**config.mk**
```make
export PLATFORM = sky130hd
export DESIGN_NAME = run_recon
export DESIGN_NICKNAME = d
export VERILOG_FILES = /design/src/rtl/run_recon.sv
export SDC_FILE = /design/constraint.sdc
export NUM_CORES = 1
export LEC_CHECK = 0
export ABC_AREA = 1
export CAP_MARGIN = 20
export CORE_MARGIN = 2
export CORE_UTILIZATION = 30
export CTS_CLUSTER_DIAMETER = 80
export CTS_CLUSTER_SIZE = 40
export DETAILED_ROUTE_END_ITERATION = 6
export GPL_TIMING_DRIVEN = 1
export SLEW_MARGIN = 15
export SYNTH_ARGS = -nofsm -noshare
export SYNTH_HDL_FRONTEND = slang
export SYNTH_SLANG_ARGS = --single-unit
export TNS_END_PERCENT = 1
```
**constraint.sdc**
```tcl
create_clock -name clk -period 2.2 [get_ports clk]
set_input_delay 0.66 -clock clk [delete_from_list [all_inputs] [get_ports clk]]
set_output_delay 0.66 -clock clk [all_outputs]
set_load 0.02 [all_outputs]
```
**src/rtl/run_recon.sv**
```systemverilog
`default_nettype none
// ============================================================================
//  Module   : run_recon
//  Purpose  : JPEG-LS run-interruption sample reconstructor. Rebuilds Ix from
//             the decoded error and the Ra/Rb neighbours. It uses a two-stage
//             valid/ready pipeline that can accept one sample per clock.
//  Revision : 1.0  initial release
// ============================================================================
module run_recon (
  input  logic              clk,
  input  logic              reset,
  input  logic              en,
  output logic              in_ready,
  input  logic signed [8:0] Ra,
  input  logic signed [8:0] Rb,
  input  logic signed [8:0] Errval,
  input  logic              RItype_in,
  output logic signed [8:0] Ix,
  output logic              RItype,
  output logic              en_out,
  input  logic              out_ready,
  output logic              ri_mismatch
);

  localparam logic signed [9:0] C_MOD = 10'sd256;
  localparam logic signed [9:0] C_MAX = 10'sd255;

  logic              v1;
  logic              v2;
  logic              adv1;
  logic              adv2;
  logic              same;
  logic signed [8:0] px1;
  logic signed [8:0] err1;
  logic              sgn1;
  logic              rit1;
  logic signed [9:0] sum;
  logic signed [9:0] wrapped;

  // Each stage advances when it is empty or when the stage after it drains.
  // in_ready never depends on en, so the upstream logic has no combinational loop.
  assign adv2     = !v2 || out_ready;
  assign adv1     = !v1 || adv2;
  assign in_ready = adv1;
  assign en_out   = v2;
  assign same     = (Ra == Rb);

  // Apply the error with the sign chosen in stage 1, then fold the result back into 0..255.
  always_comb begin
    sum     = '0;
    wrapped = '0;
    if (sgn1) begin
      sum = {px1[8], px1} - {err1[8], err1};
    end else begin
      sum = {px1[8], px1} + {err1[8], err1};
    end
    if (sum < 10'sd0) begin
      wrapped = sum + C_MOD;
    end else if (sum > C_MAX) begin
      wrapped = sum - C_MOD;
    end else begin
      wrapped = sum;
    end
  end

  // Stage 1: pick the predictor and sign on input transfer, and track RItype disagreement.
  always_ff @(posedge clk) begin
    if (!reset) begin
      v1          <= 1'b0;
      px1         <= '0;
      err1        <= '0;
      sgn1        <= 1'b0;
      rit1        <= 1'b0;
      ri_mismatch <= 1'b0;
    end else if (adv1) begin
      v1 <= en;
      if (en) begin
        px1  <= same ? Ra : Rb;
        sgn1 <= (Ra > Rb);
        err1 <= Errval;
        rit1 <= same;
        if (RItype_in != same) begin
          ri_mismatch <= 1'b1;
        end
      end
    end
  end

  // Stage 2: register the reconstructed sample. Its data holds while the stage is stalled or empty.
  always_ff @(posedge clk) begin
    if (!reset) begin
      v2     <= 1'b0;
      Ix     <= '0;
      RItype <= 1'b0;
    end else if (adv2) begin
      v2 <= v1;
      if (v1) begin
        Ix     <= 9'(wrapped);
        RItype <= rit1;
      end
    end
  end

endmodule
`default_nettype wire

```
Word level (Yosys, flattened, before mapping)
Cells that the tools add are included.
{"block": "classes", "muxes": 4, "add_sub_neg": 4, "n_reduce_logical": 7, "magnitude_cmp": 3, "n_eq_ne": 2}
{"cell": "9-bit 2-to-1 mux", "n": 3}
{"cell": "9-bit by 9-bit adder with 10-bit output", "n": 1}
{"cell": "10-bit by 9-bit greater-than comparator with 1-bit output, second input constant", "n": 1}
{"cell": "10-bit by 1-bit less-than comparator with 1-bit output, second input constant", "n": 1}
{"cell": "10-bit 2-to-1 mux", "n": 1}
{"cell": "9-bit by 9-bit subtractor with 10-bit output", "n": 1}
{"cell": "9-bit adder, second input constant", "n": 1}
{"cell": "9-bit == test", "n": 1}
{"cell": "9-bit greater-than comparator", "n": 1}
{"cell": "9-bit subtractor, second input constant", "n": 1}
{"cell": "2-bit AND reduction", "n": 2}
{"cell": "3-bit AND reduction", "n": 1}
{"cell": "1-bit logical NOT", "n": 2}
{"cell": "1-bit logical OR", "n": 2}
{"cell": "1-bit != test", "n": 1}
{"block": "totals", "elab_cells": 29, "out_inout_bits": 13, "reg_bits": 33, "input_bits": 32}

Logic depth before layout (Yosys ltp)
Gate-level depths: netlist of run 1.
{"block": "depth", "ltp_word": 5, "mapped_depth": 19, "depth_no_buf": 19}

Least setup slack after synthesis of run 1
Ideal clock, no wire load.
{"block": "synth_path", "path_type": "reg2reg", "start": "register err1[0]", "end": "register Ix[7]", "t_required_ns": 2.091, "period_less_slack_ns": 2.149, "arrival_ns": 2.040, "stages_incl_launch_ff": 18, "path_buffers": 0, "setup_time_ns": 0.109, "setup_slack_ns": 0.051, "cell_sequence": "dfxtp_1 inv_2 ha_1 inv_1 nor2_1 a21oi_1 xor2_1 inv_1 ha_1 a21oi_1 nand2_2 a21oi_2 or2_1 nand2_1 nand2_1 nand3_1 nand2_1 inv_1"}
{"block": "synth_via", "elab_chain_cells": 5, "word_cells_on_any_way": 9, "classes_between": "add/sub: 4; order compare: 2; mux: 3"}
{"element": "start: declaration", "line_no": "34", "rtl": "logic signed [8:0] err1;"}
{"element": "start signal: assignment", "line_no": "80", "rtl": "err1 <= Errval;"}
{"element": "9-bit by 9-bit adder with 10-bit output or 9-bit by 9-bit subtractor with 10-bit output (tied branches)", "line_no": "55, 53"}
{"element": "10-bit 2-to-1 mux *", "line_no": "52", "rtl": "if (sgn1) begin"}
{"element": "9-bit subtractor or 10-bit by 9-bit greater-than comparator with 1-bit output (tied branches)", "line_no": "60, 59"}
{"element": "9-bit 2-to-1 mux", "line_no": "59", "rtl": "end else if (sum > C_MAX) begin"}
{"element": "9-bit 2-to-1 mux *", "line_no": "57", "rtl": "if (sum < 10'sd0) begin"}
{"element": "end signal: assignment", "line_no": "98", "rtl": "Ix <= 9'(wrapped);"}
{"element": "end: declaration", "line_no": "18", "rtl": "output logic signed [8:0] Ix,"}
Every way passes the cells marked *; elsewhere a longest branch is shown, timed or not.
A chain may end at the register's enable or synchronous reset.

Final worst setup path of run 1
{"block": "layout_path", "start": "register err1[1]", "end": "register Ix[8]"}
Same word-level chain as after synthesis.

==> results of run 1 <==
[kinds of logic after synthesis]
| logic type | synth area share (%) |
|---|---|
| buffers and inverters | 10.1 |
| adder cells (fa/ha/maj) | 11.7 |
| XOR/XNOR | 4.79 |
| AND/OR/NAND/NOR | 24.2 |
| AO/OA/AOI/OAI | 19.0 |
| flip-flops | 30.1 |
[per-layer routing]
metal  global-route usage [%]  wire length (µm)  vias up
met2                     24.1              2440       41
met3                     2.77               200        9
met5                        0                 0        -
met4                     4.61               107        0
li1                         -                 -     1184
met1                     16.0              2410      942
[sequential cells by signal, indices dropped and copies added, names as in the netlist]
| signal | flops |
|---|---|
| ri_mismatch | 1 |
| px1 | 9 |
| RItype | 1 |
| en_out | 1 |
| rit1 | 1 |
| v1 | 1 |
| sgn1 | 1 |
| Ix | 9 |
| err1 | 9 |
[worst min-delay path, cell delays in order, from the launching register on]
cell	delay, ns
dfxtp_1	0.31
nand2_1	0.06
a21oi_1	0.05
[power breakdown]
group          leakage (µW)  total, µW  internal, µW  switching (µW)
logic               0.00119        723           359             364
registers          0.000274        675           643            32.0
clock network     0.0000574        595           368             227
[what timing repair did]
| item | CTS | global route |
|---|---|---|
| endpoints found under the hold margin | 0 | 0 |
| buffers inserted | 1 | 0 |
| endpoints found under the setup margin | 4 | 14 |
| pin swaps | 7 | 10 |
| resized for setup | 21 | 9 |
[path summary, 6_finish.rpt]
kind	cells past startpoint	to	slack (ns)
min	2	Ix[8]	0.47
max reg2reg	18	Ix[8]	-0.09
min reg2reg	2	Ix[8]	0.47
max	18	Ix[8]	-0.09
[stage by stage]
stage / hold slack [ns] / total power (µW) / setup WS, ns / setup TNS, ns / instances
after global routing: 0.490 / 2120 / -0.246 / -0.902 / 499
after floorplan: 0.454 / 1090 / 0.0514 / 0 / 310
after detailed placement: 0.461 / 1360 / -0.288 / -3.01 / 490
after CTS: 0.472 / 1990 / -0.141 / -0.155 / 499
after global placement: 0.453 / 1350 / -0.278 / -2.65 / 490
final: 0.469 / 1990 / -0.0944 / -0.101 / 499
[final cells by class]
cell class | count | share of cell area, %
clock buffer | 6 | 2.50
tap | 99 | 3.75
timing repair buffer | 89 | 23.4
multi-input combinational | 219 | 43.2
inverter | 51 | 5.80
clock inverter | 2 | 1.14
sequential | 33 | 20.1
[Yosys cell counts]
cell	instances	area [µm²]
nand2_1	55	206
inv_1	47	176
nor2_1	38	143
dfxtp_1	33	661
a21oi_1	30	150
o21ai_0	22	110
ha_1	19	238
xor2_1	11	96.3
nand3_1	10	50.1
a221oi_2	4	60.1
buf_2	4	20.0
inv_2	4	15.0
nand2_2	4	25.0
clkbuf_1	3	11.3
o211ai_1	3	22.5
a31oi_1	2	12.5
nand2_4	2	22.5
nor2_2	2	12.5
a211oi_1	1	7.51
a21oi_2	1	8.76
a22oi_1	1	7.51
fa_1	1	20.0
nand3_2	1	10.0
nand3_4	1	17.5
nand3b_1	1	7.51
nand4_1	1	6.26
nor2_8	1	20.0
nor3_1	1	5.00
o21a_1	1	7.51
o21ai_2	1	8.76
o21bai_1	1	7.51
o221ai_1	1	8.76
o22ai_1	1	6.26
or2_1	1	6.26
xnor2_1	1	8.76
==> flow_summary.ini, run 1 <==
[placed_design]
port_buffers = 44
place_area_um2 = 3060
detailed_place_hpwl_mm = 4.22
place_congestion = 0.868

[worst_setup_path]
critPathLaunchType = flip-flop
cp-end-kind = flip-flop
cp-startpoint = err1[1]
path_delay_family = simple AND/OR/NAND/NOR gates
worst_ep_arrival_time_ns = 2.45
worstSetupPathType = reg -> reg
crit_buf_inv = 4
critPathMaxStageDelay_ns = 0.32
worstPathRequired_ns = 2.36
slowest_stage = dfxtp_2
worstPathMaxFanout = 4
path_cells = inv_2 > ha_4 > inv_2 > nor2_4 > inv_2 > nor2_4 > nand2_1 > nand2_1 > xor2_1 > inv_1 > ha_4 > nand2_2 > nor2_2 > nand2_1 > o211ai_1 > nand3_1 > nand3_1 > a21oi_1
reg2reg_from = err1[1]

[cts]
cts_tree = built
cts_root_buf = clkbuf_8
cts.clk_slew.worst_paths_ns = 0.07
h-tree-depth = 2
postCtsHoldBufs = 0
cts.sinks = 33
cts_buffers = 5
worstSkewPairLatency_ns = 0.29
clk_path_buf_depth = 2

[drt]
vias_per_cell = 4.36
drtPass1Iterations = 4
avgRoutedWirePerCell_um = 10.3
drt-initial-drc-count = 47
drt-total-wl_mm = 5.15
vias = 2176
drc_errors = 0
drtAntennaViolNets = 0

[sta]
skew_ns = 0.00740
setup_slack_ns = -0.0944
slew_viol_final = 0
final.min_clock_period_ns = 2.29
setup_viol = 2
hold_violations = 0
fmax_mhz = 436
rsz0062_at_grt = true
period_share_pct = 104
tightest_slew_ns = 0.436
slew_headroom_pct = 70.9

[final_layout]
fillers = 734
final_common_cell = nand2_1
syn2layout_area_growth_pct = 50.3
multi_input_area_um2 = 1430
nNetsFinal = 451
seq_area_um2 = 664
post-route-util_pct = 46.0
diodes = 0
fin_area_um2 = 3300
drive_gt1_share_pct = 24.3
final_cell_mix = nand2_1 (54), buf_4 (45), inv_1 (44), clkdlybuf4s50_1 (43), nor2_1 (34)

[power_and_ir_drop]
ir_drop_v = 0.000246
p_per_area_nw_per_um2 = 604
p_leak_uw = 0.00153

[logic_synthesis]
synthCells = 310
yosysSeqAreaShare_pct = 30.1
yosysUniqueCellTypes = 35
syn-num-nets = 362
ys_ff_latch = 33
yosys_warnings = 0
syn_area_um2 = 2200
syn_avg_cell_area_um2 = 7.08

[flow_run]
cap_violations = 0

[global_route]
grt_pass1_wl_mm = 8.46
antenna_found_initial = 0
grt_use_total_pct = 13.5
grt_max_degree = 19
grt_overflow_total = 0
grt_pass1_vias = 1984

[floorplanning]
die_height_um = 89.6
boundaryPins = 45
start_util_pct = 30.6
rows = 31
dieArea_um2 = 8020
core-area_um2 = 7180
fp.dieW_um = 89.6

[status]
violations = negative setup slack
outcome = finished with violations

[worst_hold_path]
hold_class = reg -> reg
min_from = Ix[8]
(Power assumes the default switching activity.)
==> run 2, diff against run 1 <==
- CORE_UTILIZATION: 30 -> 46
- PLACE_DENSITY: unset -> 0.76
==> run 2 against run 1 <==
The flow still finishes with violations (negative setup slack). Flip-flop and latch count unchanged. Largest power group unchanged. Setup slack worse by 0.023 ns. Via count up 2.3%. Power up 1.1%. Final cell count down 9.4%. First-iteration DRC count up 98%. Die area down 33%. Critical path depth up 2. Routed wire length up 3.2%. Register-to-register slack worse by 0.02 ns. Combinational power up 2%. Non-clock buffer count down 2.
==> flow_summary.ini, run 2 (synthesized netlist as in run 1, its figures left out) <==
[worst_setup_path]
crit_buf_inv = 6
path_delay_family = simple AND/OR/NAND/NOR gates
path_cells = inv_2 > ha_4 > inv_2 > nor2_4 > inv_2 > buf_4 > buf_4 > a22oi_1 > ha_1 > nand2_1 > nand2_2 > nand2_2 > nand2_2 > a21oi_2 > or2_1 > nand2_1 > nand2_1 > nand3_1 > nand2_1 > inv_1
worstPathRequired_ns = 2.39
worstPathMaxFanout = 5
cp-end-kind = flip-flop
crit_path_frequent_cell = nand2_1
worst_ep_arrival_time_ns = 2.51
worstSetupPathType = reg -> reg
critPathLaunchType = flip-flop
critPathMaxStageDelay_ns = 0.33
slowest_stage = dfxtp_2

[drt]
drt-initial-drc-count = 93
vias_per_cell = 4.92
drtAntennaViolNets = 0
drc_errors = 0
avgRoutedWirePerCell_um = 11.8
drt-total-wl_mm = 5.32
vias = 2225
drtPass1Iterations = 4

[global_route]
antenna_found_initial = 0
grt_max_degree = 17
grt_use_total_pct = 21.9
grt_overflow_total = 0
grt_pass1_vias = 2164
grt_pass1_wl_mm = 9.13

[sta]
final.min_clock_period_ns = 2.32
fmax_mhz = 431
hold_violations = 0
rsz0062_at_grt = true
skew_ns = 0.00401
slew_headroom_pct = 71.4
period_share_pct = 105
tightest_slew_ns = 0.428
slew_viol_final = 0
setup_slack_ns = -0.118
setup_viol = 3

[cts]
cts_buffers = 5
cts.clk_slew.worst_paths_ns = 0.07
h-tree-depth = 2
cts_tree = built
cts.sinks = 33
cts_root_buf = clkbuf_8
worstSkewPairLatency_ns = 0.29
clk_path_buf_depth = 2

[floorplanning]
rows = 25
dieArea_um2 = 5340
core-area_um2 = 4660
start_util_pct = 47.1
boundaryPins = 45
die_height_um = 73.1
fp.dieW_um = 73.1

[final_layout]
nNetsFinal = 449
final_cell_mix = nand2_1 (50), inv_1 (44), clkdlybuf4s50_1 (43), buf_4 (42), nor2_1 (34)
diodes = 0
final_common_cell = nand2_1
syn2layout_area_growth_pct = 47.6
reg.largest.list = Ix: 9 flops, err1: 9 flops, px1: 9 flops
final_cells = 452
drive_gt1_share_pct = 24.4
fin_area_um2 = 3240

[worst_hold_path]
hold_class = reg -> reg

[power_and_ir_drop]
ir_drop_v = 0.000289
p_per_area_nw_per_um2 = 622
p_leak_uw = 0.00153

[placed_design]
place_area_um2 = 2980
detailed_place_hpwl_mm = 4.12
placedCellCount = 440
port_buffers = 44
place_congestion = 0.817

[flow_run]
cap_violations = 0

[status]
violations = negative setup slack
outcome = finished with violations
==> run 2: metal layers <==
layer,wire length [µm],track usage [%]
met4,82,6.17
met5,0,0
met1,2350,24.8
met2,2710,41.0
met3,188,4.28
==> run 2: power breakdown <==
part	switching [µW]	internal, µW	total, µW
Clock	233	368	601
Combinational	377	362	739
Sequential	33.0	643	676
==> run 2: layout make-up <==
| cell class | count | area (µm²) |
|---|---|---|
| multi-input combinational | 219 | 1430 |
| clock inverter | 2 | 37.5 |
| timing repair buffer | 87 | 771 |
| tap | 54 | 67.6 |
| clock buffer | 6 | 82.6 |
| inverter | 51 | 191 |
| fill | 388 | 1420 |
| sequential | 33 | 664 |
==> run 2: path summary, 6_finish.rpt <==
check | from | endpoint | slack [ns] | cells after the start
max | err1[1] | Ix[7] | -0.12 | 20
min | ri_mismatch | ri_mismatch | 0.47 | 1
min reg2reg | ri_mismatch | ri_mismatch | 0.47 | 1
max reg2reg | err1[1] | Ix[7] | -0.12 | 20
==> run 2: what timing repair did <==
item                                    4_1_cts  5_1_grt
resized for setup                            23       11
endpoints found under the setup margin        4       14
buffers inserted                              1        3
hold endpoints to repair                      0        0
hold buffers                                  0        0
pin swaps                                     6       13
==> run 2: through the flow <==
step	setup TNS, ns	power, µW	worst slack, ns	utilization (%)	hold WS [ns]
after floorplan	0	1090	0.0514	-	0.454
after global placement	-2.30	1330	-0.274	63.9	0.449
after detailed placement	-3.08	1340	-0.296	63.9	0.453
after CTS	-0.0652	1990	-0.0652	68.4	0.470
after global routing	-1.43	2140	-0.285	69.5	0.485
final	-0.320	2020	-0.118	69.5	0.467
